**src/rtl/vtiming_gen.sv**
```systemverilog
`default_nettype none
// ============================================================================
// Module   : vtiming_gen
// Brief    : VGA text-mode timing, cell addressing and blinking cursor.
// Revision : 1.0 - initial release
// ============================================================================
module vtiming_gen #(
  parameter int H_ACTIVE     = 640,
  parameter int H_FP         = 16,
  parameter int H_SYNC       = 96,
  parameter int H_BP         = 48,
  parameter int V_ACTIVE     = 480,
  parameter int V_FP         = 10,
  parameter int V_SYNC       = 2,
  parameter int V_BP         = 33,
  parameter bit HS_POL       = 1'b0,
  parameter bit VS_POL       = 1'b0,
  parameter int CHAR_W       = 8,
  parameter int CHAR_H       = 16,
  parameter int ADDR_W       = 13,
  parameter int ROW_W        = 5,
  parameter int PIPE_DLY     = 3,
  parameter int BLINK_FRAMES = 30
) (
  input  logic              clk,
  input  logic              rst_n,
  input  logic              ph0,
  input  logic              cursor_en,
  input  logic              cursor_block,
  input  logic [6:0]        cursor_col,
  input  logic [4:0]        cursor_row,
  output logic              ph1,
  output logic              de,
  output logic              hs,
  output logic              vs,
  output logic [ROW_W-1:0]  row_out,
  output logic [2:0]        col_out,
  output logic [ADDR_W-1:0] video_address,
  output logic              cursor,
  output logic              de_dly,
  output logic              hs_dly,
  output logic              vs_dly,
  output logic              frame_start
);

  localparam int C_H_TOTAL = H_ACTIVE + H_FP + H_SYNC + H_BP;
  localparam int C_V_TOTAL = V_ACTIVE + V_FP + V_SYNC + V_BP;
  localparam int C_COLS    = H_ACTIVE / CHAR_W;
  localparam int C_ROWS    = V_ACTIVE / CHAR_H;
  localparam int C_H_W     = $clog2(C_H_TOTAL + 1);
  localparam int C_V_W     = $clog2(C_V_TOTAL + 1);
  localparam int C_CX_W    = (C_COLS > 1) ? $clog2(C_COLS) : 1;
  localparam int C_CY_W    = (C_ROWS > 1) ? $clog2(C_ROWS) : 1;

  localparam logic [C_H_W-1:0]  C_H_LAST     = C_H_W'(C_H_TOTAL - 1);
  localparam logic [C_H_W-1:0]  C_H_ACT      = C_H_W'(H_ACTIVE);
  localparam logic [C_H_W-1:0]  C_H_ACT_LAST = C_H_W'(H_ACTIVE - 1);
  localparam logic [C_H_W-1:0]  C_HS_BEG     = C_H_W'(H_ACTIVE + H_FP);
  localparam logic [C_H_W-1:0]  C_HS_END     = C_H_W'(H_ACTIVE + H_FP + H_SYNC);
  localparam logic [C_V_W-1:0]  C_V_LAST     = C_V_W'(C_V_TOTAL - 1);
  localparam logic [C_V_W-1:0]  C_V_ACT      = C_V_W'(V_ACTIVE);
  localparam logic [C_V_W-1:0]  C_V_ACT_LAST = C_V_W'(V_ACTIVE - 1);
  localparam logic [C_V_W-1:0]  C_VS_BEG     = C_V_W'(V_ACTIVE + V_FP);
  localparam logic [C_V_W-1:0]  C_VS_END     = C_V_W'(V_ACTIVE + V_FP + V_SYNC);
  localparam logic [2:0]        C_COL_LAST   = 3'(CHAR_W - 1);
  localparam logic [ROW_W-1:0]  C_ROW_LAST   = ROW_W'(CHAR_H - 1);
  localparam logic [ROW_W-1:0]  C_ROW_UL     = ROW_W'(CHAR_H - 2);
  localparam logic [ADDR_W-1:0] C_ADDR_COLS  = ADDR_W'(C_COLS);

  if (H_ACTIVE % CHAR_W != 0) begin : g_chk_hcell
    $error("vtiming_gen: H_ACTIVE must be a multiple of CHAR_W");
  end
  if (V_ACTIVE % CHAR_H != 0) begin : g_chk_vcell
    $error("vtiming_gen: V_ACTIVE must be a multiple of CHAR_H");
  end
  if (CHAR_W > 8 || CHAR_W < 1 || CHAR_H < 2) begin : g_chk_cell
    $error("vtiming_gen: CHAR_W must be 1..8 and CHAR_H at least 2");
  end
  if (PIPE_DLY < 1 || PIPE_DLY > 8) begin : g_chk_dly
    $error("vtiming_gen: PIPE_DLY must be 1..8");
  end

  // Position counters describe the pixel that the next beat will emit.
  logic [C_H_W-1:0]  r_h;
  logic [C_V_W-1:0]  r_v;
  logic [2:0]        r_col;
  logic [C_CX_W-1:0] r_cx;
  logic [ROW_W-1:0]  r_row;
  logic [C_CY_W-1:0] r_cy;
  logic [ADDR_W-1:0] r_line_base;

  logic              r_ph1;
  logic              r_frame_start;
  logic              r_de;
  logic              r_hs_act;
  logic              r_vs_act;
  logic              r_cursor;
  logic [ROW_W-1:0]  r_row_out;
  logic [2:0]        r_col_out;
  logic [ADDR_W-1:0] r_addr;
  logic [PIPE_DLY-1:0][2:0] r_dly;

  logic              w_active;
  logic              w_hs_act;
  logic              w_vs_act;
  logic              w_h_wrap;
  logic              w_v_wrap;
  logic              w_frame_wrap;
  logic              w_cell_hit;
  logic              w_cursor;
  logic              w_blink_ph;
  logic [ADDR_W-1:0] w_addr;

  assign w_active     = (r_h < C_H_ACT) && (r_v < C_V_ACT);
  assign w_hs_act     = (r_h >= C_HS_BEG) && (r_h < C_HS_END);
  assign w_vs_act     = (r_v >= C_VS_BEG) && (r_v < C_VS_END);
  assign w_h_wrap     = (r_h == C_H_LAST);
  assign w_v_wrap     = (r_v == C_V_LAST);
  assign w_frame_wrap = ph0 && w_h_wrap && w_v_wrap;
  assign w_addr       = r_line_base + ADDR_W'(r_cx);
  assign w_cell_hit   = (16'(r_cx) == 16'(cursor_col)) && (16'(r_cy) == 16'(cursor_row));
  assign w_cursor     = w_active && cursor_en && w_blink_ph && w_cell_hit &&
                        (cursor_block || (r_row >= C_ROW_UL));

  // Cell indices only advance inside the active area, so they never run past the screen.
  always_ff @(posedge clk or negedge rst_n) begin
    if (!rst_n) begin
      r_h         <= '0;
      r_v         <= '0;
      r_col       <= '0;
      r_cx        <= '0;
      r_row       <= '0;
      r_cy        <= '0;
      r_line_base <= '0;
    end else if (ph0) begin
      if (w_h_wrap) begin
        r_h   <= '0;
        r_col <= '0;
        r_cx  <= '0;
        if (w_v_wrap) begin
          r_v         <= '0;
          r_row       <= '0;
          r_cy        <= '0;
          r_line_base <= '0;
        end else begin
          r_v <= r_v + 1'b1;
          if (r_v < C_V_ACT_LAST) begin
            if (r_row == C_ROW_LAST) begin
              r_row       <= '0;
              r_cy        <= r_cy + 1'b1;
              r_line_base <= r_line_base + C_ADDR_COLS;
            end else begin
              r_row <= r_row + 1'b1;
            end
          end
        end
      end else begin
        r_h <= r_h + 1'b1;
        if (r_h < C_H_ACT_LAST) begin
          if (r_col == C_COL_LAST) begin
            r_col <= '0;
            r_cx  <= r_cx + 1'b1;
          end else begin
            r_col <= r_col + 1'b1;
          end
        end
      end
    end
  end

  always_ff @(posedge clk or negedge rst_n) begin
    if (!rst_n) begin
      r_ph1         <= 1'b0;
      r_frame_start <= 1'b0;
      r_de          <= 1'b0;
      r_hs_act      <= 1'b0;
      r_vs_act      <= 1'b0;
      r_cursor      <= 1'b0;
      r_row_out     <= '0;
      r_col_out     <= '0;
      r_addr        <= '0;
    end else begin
      r_ph1         <= ph0;
      r_frame_start <= ph0 && (r_h == '0) && (r_v == '0);
      if (ph0) begin
        r_de     <= w_active;
        r_hs_act <= w_hs_act;
        r_vs_act <= w_vs_act;
        r_cursor <= w_cursor;
        if (w_active) begin
          r_addr    <= w_addr;
          r_row_out <= r_row;
          r_col_out <= r_col;
        end
      end
    end
  end

  // Delay taps hold sync *activity*, so a zero reset maps to the inactive level.
  always_ff @(posedge clk or negedge rst_n) begin
    if (!rst_n) begin
      r_dly <= '0;
    end else if (ph0) begin
      r_dly[0] <= {r_de, r_hs_act, r_vs_act};
      for (int i = 1; i < PIPE_DLY; i++) begin
        r_dly[i] <= r_dly[i-1];
      end
    end
  end

  if (BLINK_FRAMES == 0) begin : g_blink_off
    assign w_blink_ph = 1'b1;
  end else begin : g_blink_on
    localparam int C_BF_W = (BLINK_FRAMES > 1) ? $clog2(BLINK_FRAMES) : 1;
    localparam logic [C_BF_W-1:0] C_BF_LAST = C_BF_W'(BLINK_FRAMES - 1);
    logic [C_BF_W-1:0] r_frame_cnt;
    logic              r_blink_ph;

    always_ff @(posedge clk or negedge rst_n) begin
      if (!rst_n) begin
        r_frame_cnt <= '0;
        r_blink_ph  <= 1'b1;
      end else if (w_frame_wrap) begin
        if (r_frame_cnt == C_BF_LAST) begin
          r_frame_cnt <= '0;
          r_blink_ph  <= ~r_blink_ph;
        end else begin
          r_frame_cnt <= r_frame_cnt + 1'b1;
        end
      end
    end

    assign w_blink_ph = r_blink_ph;
  end

  assign ph1           = r_ph1;
  assign frame_start   = r_frame_start;
  assign de            = r_de;
  assign hs            = HS_POL ? r_hs_act : ~r_hs_act;
  assign vs            = VS_POL ? r_vs_act : ~r_vs_act;
  assign cursor        = r_cursor;
  assign row_out       = r_row_out;
  assign col_out       = r_col_out;
  assign video_address = r_addr;
  assign de_dly        = r_dly[PIPE_DLY-1][2];
  assign hs_dly        = HS_POL ? r_dly[PIPE_DLY-1][1] : ~r_dly[PIPE_DLY-1][1];
  assign vs_dly        = VS_POL ? r_dly[PIPE_DLY-1][0] : ~r_dly[PIPE_DLY-1][0];

endmodule
`default_nettype wire

```
**config.mk**
```make
export PLATFORM = sky130hd
export DESIGN_NAME = vtiming_gen
export DESIGN_NICKNAME = d
export VERILOG_FILES = /design/src/rtl/vtiming_gen.sv
export SDC_FILE = /design/constraint.sdc
export NUM_CORES = 1
export LEC_CHECK = 0
export BUFFER_PORTS_ARGS = -buffer_cell sky130_fd_sc_hd__buf_2
export CORE_MARGIN = 5
export CORE_UTILIZATION = 55
export CTS_BUF_LIST = sky130_fd_sc_hd__clkbuf_4
export DETAILED_ROUTE_END_ITERATION = 16
export GPL_TIMING_DRIVEN = 0
export PLACE_DENSITY_LB_ADDON = 0.25
export SYNTH_ARGS = -nofsm -noshare
export SYNTH_HDL_FRONTEND = slang
export SYNTH_SLANG_ARGS = --single-unit
```
**constraint.sdc**
```tcl
create_clock -name clk -period 6.2 [get_ports clk]
set_clock_uncertainty 0.05 [all_clocks]
set_input_delay 1.24 -clock clk [delete_from_list [all_inputs] [get_ports clk]]
set_output_delay 1.24 -clock clk [all_outputs]
set_load 0.02 [all_outputs]
```
==> Word-level counts from Yosys, hierarchy flattened <==
Index checks and enable logic that the tools add are counted.
{ "word_totals": {"reg_bits": 95, "word_cells": 95} }
{ "classes": {"mux": 18, "n_bitwise": 5, "reduce_logical": 26, "magnitude_cmp": 9, "eq_ne": 7, "add_sub_neg": 9} }
{ "ops": {"columns": ["op", "n"], "rows": [
  ["$mux 13", 3],
  ["$mux 5", 7],
  ["$lt 10x10->1 const B", 3],
  ["$lt 10x9->1 const B", 3],
  ["$mux 7", 3],
  ["$add 10x1->10 const B", 2],
  ["$eq 10x10->1 const B", 2],
  ["$logic_not 10->1", 2],
  ["$mux 10", 2],
  ["$add 5x1->5 const B", 3],
  ["$add 13x7->13", 1],
  ["$add 13x7->13 const B", 1],
  ["$logic_and 1x1->1", 12],
  ["$ge 10x10->1 const B", 1],
  ["$ge 10x9->1 const B", 1],
  ["$mux 3", 3],
  ["$reduce_and 2->1", 4],
  ["$reduce_bool 2->1", 4],
  ["$add 7x1->7 const B", 1],
  ["$eq 7x7->1", 1],
  ["$reduce_and 3->1", 2],
  ["$eq 5x4->1 const B", 1],
  ["$eq 5x5->1", 1],
  ["$eq 5x5->1 const B", 1],
  ["6 further kinds", 10]
]} }

==> Longest topological paths before layout <==
Gate-level depths: netlist of the first run.
{ "logic_depth": {"word_depth": 6, "mapped_depth": 8, "depth_no_buf": 7} }

==> Least setup slack after synthesis of the first run <==
No wires, ideal clock.
{ "synth_timing": {"path_kind": "in2reg", "from": "input port ph0", "to": "register r_v[9]", "setup_slack_ns": 3.625, "required_ns": 6.021, "path_buffers": 1, "path_stages": 5, "arrival_time_ns": 2.395, "cell_sequence": "clkbuf_1 -> nand4_1 -> or3_1 -> o211ai_1 -> o31ai_1"} }
{ "synth_between": {"elab_chain_cells": 1} }
{ "synth_rtl": {"columns": ["element", "line", "rtl"], "rows": [
  ["start, declared", "27", "input logic ph0,"],
  ["$reduce_and 2->1 (no line)", null, null],
  ["end signal, assigned", "146", "r_v <= r_v + 1'b1;"],
  ["end, declared", "85", "logic [C_V_W-1:0] r_v;"]
]} }
Every way passes these cells.
A chain may end at the register's enable or synchronous reset.

==> Final worst setup path of the first run <==
{ "layout_timing": {"from": "input port ph0", "to": "register r_col_out[1] (netlist: col_out[1])"} }
{ "layout_between": {"elab_chain_cells": 1} }
{ "layout_rtl": {"columns": ["element", "line", "rtl"], "rows": [
  ["$reduce_and 2->1 (no line)", null, null],
  ["end signal, assigned", "193", "r_col_out <= r_col;"],
  ["end, declared", "99", "logic [2:0] r_col_out;"]
]} }
Every way passes these cells.

==> impl_metrics.ini, run 1 <==
[outcome]
outcome = finished, final reports clean

[layout]
antenna_cells = 0
post-route-util_pct = 62.6
fill_cells = 667
drive_gt1_share_pct = 19.7
area_growth_pct = 12.3
fin_cells = 607
layout_common_cells = dfrtp_1 (90), buf_2 (51), nand2_1 (48), o21ai_0 (32), nor2_1 (26)
final_common_cell = dfrtp_1
design_area_mm2 = 0.00509
finalNetCount = 530

[sta]
slew_viol_final = 0
rsz0062_at_grt = no
period_needed_ns = 2.73
hold_violations = 0
setup_violations = 0
tns_ns = 0
worstMarginPinSlew_ns = 0.725
slew_headroom_pct = 51.7
fin_crit_sh_pct = 44.1
max_clock_freq_ghz = 0.366

[floorplan]
core-area_mm2 = 0.00813
num_io_pins = 47
core.rowCount = 33
die_area_mm2 = 0.0102
fp.dieW_um = 101
start_util_pct = 55.7
dieHeight_um = 101

[hold_path]
worstHoldPathCells = 2
hold_start = row_out[0]
hold_class = reg -> reg
min_to = row_out[0]

[synthesis]
yosys.area.top_type = dfrtp_1
avgSynthCellArea_um2 = 10.3
ys_ff_latch = 91
syn_area_mm2 = 0.00453
synthTopCellsByArea = dfrtp_1 (50%), mux2_2 (4.7%), ha_1 (4.4%), nand2_1 (4.0%), o21ai_0 (3.5%)
async_flop_share_pct = 100
synth-edff-count = 0
ys_types = 49
synthFlopType = dfrtp_1
netlist_instances = 439
yosysTopAreaCellShare_pct = 49.7
yosys_warnings = 0
yosysSeqAreaShare_pct = 50.3
syn_nets = 472

[clock_tree]
worstSkewPairLatency_ns = 0.44
clkSlewWorstSetupHoldPaths_ns = 0.14
clock_path_buffers = 2
hold_buffers = 0
cts_tree = built
post_cts_buffers = 0
numClockSinks = 91
htreeDepth = 3
ctsResizeCount = 0
cts_root_buffer = clkbuf_4
cts_buffers = 9

[worst_setup_path]
crit_fanout = 10
rr_worst_depth = 7
r2r_end = r_line_base[12]
worstPathArrival_ns = 3.01
cp-end-kind = flop
rrSetupSlack_ns = 3.84
crit_type = in -> reg
rr_startpoint = r_v[0]
start_kind = input pin
cp_data_required_time_ns = 6.48

[grt]
grt_max_degree = 60
antenna_found_initial = 0
grt_pass1_vias = 3557
grt_pass1_wl_um = 16500
grt_overflow = 0
grt_usage_pct = 20.4

[placement]
place_congestion = 0.810
placedInstanceArea_mm2 = 0.00492
dp_hpwl_um = 6930
port_buffers = 46
dp.cells = 591

[drt]
ant_nets = 0
num_vias = 3537
routed_wl_um = 9730
viasPerCell = 5.83
first_iter_violations = 200
drc = 0
wl_per_cell_um = 16.0
dr.pass1.iters = 4

[power]
p_leak_uw = 0.00236
peakVddDrop_mv = 0.168
p_per_area_mw_per_mm2 = 247

[run]
cap_violations = 0
[metal layers]
metal | global-route usage [%] | up-vias | share of wire [%]
li1 | - | 1696 | -
met1 | 27.6 | 1746 | 45
met2 | 32.3 | 78 | 48
met3 | 4.36 | 17 | 5.5
met4 | 7.67 | 0 | 2.0
met5 | 0 | - | 0
[flip-flops by register name (all words and copies together) (netlist names), 5 cells and up]
| name | count |
|---|---|
| g_blink_on.r_frame_cnt | 5 |
| r_line_base | 9 |
| video_address | 13 |
| r_cy | 5 |
| row_out | 5 |
| r_h | 10 |
| r_row | 5 |
| r_dly | 8 |
| r_v | 10 |
| r_cx | 7 |
[cell families after synthesis]
logic type	count (synthesis)	synth area share, %
fa+ha+maj	16	4.42
xor+xnor	34	6.57
compound gates	84	11.9
buf+inv	35	3.23
simple gates	155	17.8
flops	91	50.3
mux	24	5.82
[stage by stage]
step                      hold slack, ns  total power, uW  setup WS, ns
after detailed placement           0.416              900          3.02
final                              0.440             1260          3.47
after floorplan                    0.399              825          3.63
after CTS                          0.447             1270          3.49
after global placement             0.405              886          3.01
after global routing               0.460             1330          3.39
[cell type report]
cell class | instances | area, um2 | share of cell area (%)
Clock buffer | 10 | 75.1 | 1.47
Sequential cell | 91 | 2280 | 44.8
Multi-Input combinational cell | 313 | 2110 | 41.4
Clock inverter | 6 | 90.1 | 1.77
Tap cell | 105 | 131 | 2.58
Buffer | 20 | 90.1 | 1.77
Inverter | 15 | 56.3 | 1.11
Timing Repair Buffer | 47 | 260 | 5.11
[worst max-delay path: stages]
cell and delay (ns):
buf_2 0.15, clkbuf_1 0.37, nand4_1 0.43, clkbuf_1 0.45
mux2_2 0.38
[power by group]
part | internal (uW) | switching [uW]
clock | 169 | 203
combinational | 84.3 | 104
sequential | 645 | 53.0
[cell usage after synthesis (all sizes together) (4+ instances only)]
library cell / number
or3: 4
mux2i: 5
nor3: 11
nor2: 26
xor2: 17
a21oi: 13
a22o: 4
xnor2: 17
a21o: 4
nand3: 23
mux2: 19
inv: 15
buf: 8
ha: 16
nor4: 5
nand4: 13
dfrtp: 90
o21ai: 32
nand2: 48
o31ai: 10
clkbuf: 12
and4: 5
a31oi: 5
[how the worst max path moves through the flow]
| stage | from | to | slack [ns] | cells after the start |
|---|---|---|---|---|
| after floorplan | ph0 | r_v[9] | 3.63 | 5 |
| after global placement | rst_n | col_out[0] | 3.01 | 1 |
| after detailed placement | ph0 | row_out[2] | 3.02 | 5 |
| after CTS | ph0 | col_out[1] | 3.49 | 5 |
| after global routing | ph0 | col_out[1] | 3.39 | 5 |
| final | ph0 | col_out[1] | 3.47 | 5 |
No activity file was read; power rests on OpenSTA's default activity.
==> inputs of run 2 (changes only) <==
==> constraint.sdc (replaced) <==
create_clock -name clk -period 2.56 [get_ports clk]
set_clock_uncertainty 0.05 [all_clocks]
set_input_delay 0.512 -clock clk [delete_from_list [all_inputs] [get_ports clk]]
set_output_delay 0.512 -clock clk [all_outputs]
set_load 0.02 [all_outputs]
==> run 2 against run 1 <==
  * Register-to-register slack worse by 3.6 ns
  * Clock-buffer cell count stayed put
  * Highest routed layer unchanged
  * Routed wire length is 0.11% lower
  * Global-route usage stayed put
  * Critical path depth is 2 higher
  * Cell area is 0.20% higher
==> impl_metrics.ini, run 2 (same netlist as run 1, synthesis figures left out) <==
[grt]
grt_max_degree = 60
grt_pass1_vias = 3562
use_met1_pct = 27.6
antenna_found_initial = 0
met3_usage_pct = 4.36
grt_overflow = 0
grt_usage_pct = 20.4
grt_pass1_wl_um = 16500
grt-busiest-layer = met2
use_met2_pct = 32.3

[sta]
worstMarginPinSlew_ns = 0.722
setup_violations = 0
fin_crit_sh_pct = 92.5
slew_viol_final = 0
period_needed_ns = 2.37
rsz0062_at_grt = no
slew_headroom_pct = 51.8
max_clock_freq_ghz = 0.422
hold_violations = 0
tns_ns = 0

[floorplan]
fp.dieW_um = 101
core.rowCount = 33
die_area_mm2 = 0.0102
dieHeight_um = 101
num_io_pins = 47
start_util_pct = 55.7
core-area_mm2 = 0.00813

[drt]
routed_wl_um = 9720
num_vias = 3558
first_iter_violations = 213
drc = 0
wl_per_cell_um = 16.0
viasPerCell = 5.85
ant_nets = 0
dr.pass1.iters = 5

[layout]
layout_common_cells = dfrtp_1 (90), buf_2 (51), nand2_1 (48), o21ai_0 (32), nor2_1 (26)
final_common_cell = dfrtp_1
fin_cells = 608
finalNetCount = 531
area_growth_pct = 12.5
antenna_cells = 0
drive_gt1_share_pct = 19.7
largest_reg_flops = 13

[hold_path]
hold_class = in -> reg

[clock_tree]
cts_root_buffer = clkbuf_4
cts_tree = built
clock_path_buffers = 2
worstSkewPairLatency_ns = 0.44
htreeDepth = 3
numClockSinks = 91
clkSlewWorstSetupHoldPaths_ns = 0.14
post_cts_buffers = 0
cts_buffers = 9

[power]
comb_power_share_pct = 15.0
p_leak_uw = 0.00237
p_sw_share_pct = 28.6
p_int_uw = 2180
clkPwrFrac_pct = 29.5
p_per_area_mw_per_mm2 = 598
p_sw_uw = 871
peakVddDrop_mv = 0.410
seq_power_share_pct = 55.5

[placement]
port_buffers = 46
dp.cells = 591
place_congestion = 0.810
dp_hpwl_um = 6930

[worst_setup_path]
cp_data_required_time_ns = 2.83
cp-end-kind = flop
start_kind = flop
crit_type = reg -> reg
path_cells = ha_1 > nand4_1 > o2111ai_1 > or3_1 > buf_2 > o311ai_2 > o31ai_1
slowest_delay_ns = 0.47
critical-path-top-delay-family = compound AO/OA/AOI/OAI gates
critPathSlowestCell = dfrtp_1
worstPathArrival_ns = 2.64
crit_buf_inv = 1
crit_fanout = 8

[run]
cap_violations = 0

[outcome]
outcome = finished, final reports clean
[run 2: cell types whose count changed in the layout (fill, tap and decap cells not counted), sizes merged]
cell and change:
dlygate4sd3 +1
[run 2: power by group through the flow]
stage	clock [uW]	combinational, uW	sequential (uW)
after floorplan	0	255	1740
after global placement	0	437	1710
after detailed placement	0	461	1720
after CTS	919	465	1690
after global routing	987	521	1710
final	900	457	1690
[run 2: worst reg2reg max path, cell delays in order (launching register included)]
cell       delay, ns
dfrtp_1         0.47
ha_1            0.26
nand4_1         0.12
o2111ai_1       0.35
or3_1           0.46
buf_2           0.17
o311ai_2        0.27
o31ai_1         0.11
[run 2: path summary, 6_finish.rpt]
| kind | to | slack (ns) | from | cells past startpoint |
|---|---|---|---|---|
| worst max-delay path | r_line_base[12] | 0.19 | r_v[0] | 7 |
| worst min-delay path | ph1 | 0.21 | ph0 | 1 |
| worst max register to register | r_line_base[12] | 0.19 | r_v[0] | 7 |
| worst min register to register | row_out[0] | 0.44 | row_out[0] | 2 |
| max in group asynchronous | r_col[2] | 1.33 | rst_n | 3 |
| min in group asynchronous | r_line_base[9] | 0.49 | rst_n | 2 |
[run 2: per-stage QoR]
stage | hold WS (ns) | setup slack [ns] | power (uW) | utilization [%] | cell area, um2
final | 0.212 | 0.191 | 3050 | 62.7 | 5100
after CTS | 0.183 | 0.191 | 3070 | 62.7 | 5100
after global placement | 0.405 | 0.0996 | 2150 | 60.2 | 4890
after global routing | 0.151 | 0.0190 | 3220 | 62.7 | 5100
after detailed placement | 0.416 | 0.108 | 2180 | 60.5 | 4920
after floorplan | 0.166 | 0.504 | 2000 | - | 4530
[run 2: layout make-up]
| class | count | area, um2 |
|---|---|---|
| timing repair buffer | 48 | 270 |
| clock inverter | 6 | 90.1 |
| sequential | 91 | 2280 |
| inverter | 15 | 56.3 |
| clock buffer | 10 | 75.1 |
| tap | 105 | 131 |
| fill | 666 | 3030 |
| buffer | 20 | 90.1 |
| multi-input combinational | 313 | 2110 |
[run 2: layer usage]
layer,vias up,share of wire (%)
li1,1692,-
met1,1762,45
met2,82,47
met3,22,5.3
met4,0,2.0
met5,-,0
[run 2: repair_timing]
| item | 4_1_cts | 5_1_grt |
|---|---|---|
| resized for setup | 0 | 0 |
| hold buffers | 1 | 0 |
| endpoints found under the hold margin | 31 | 0 |
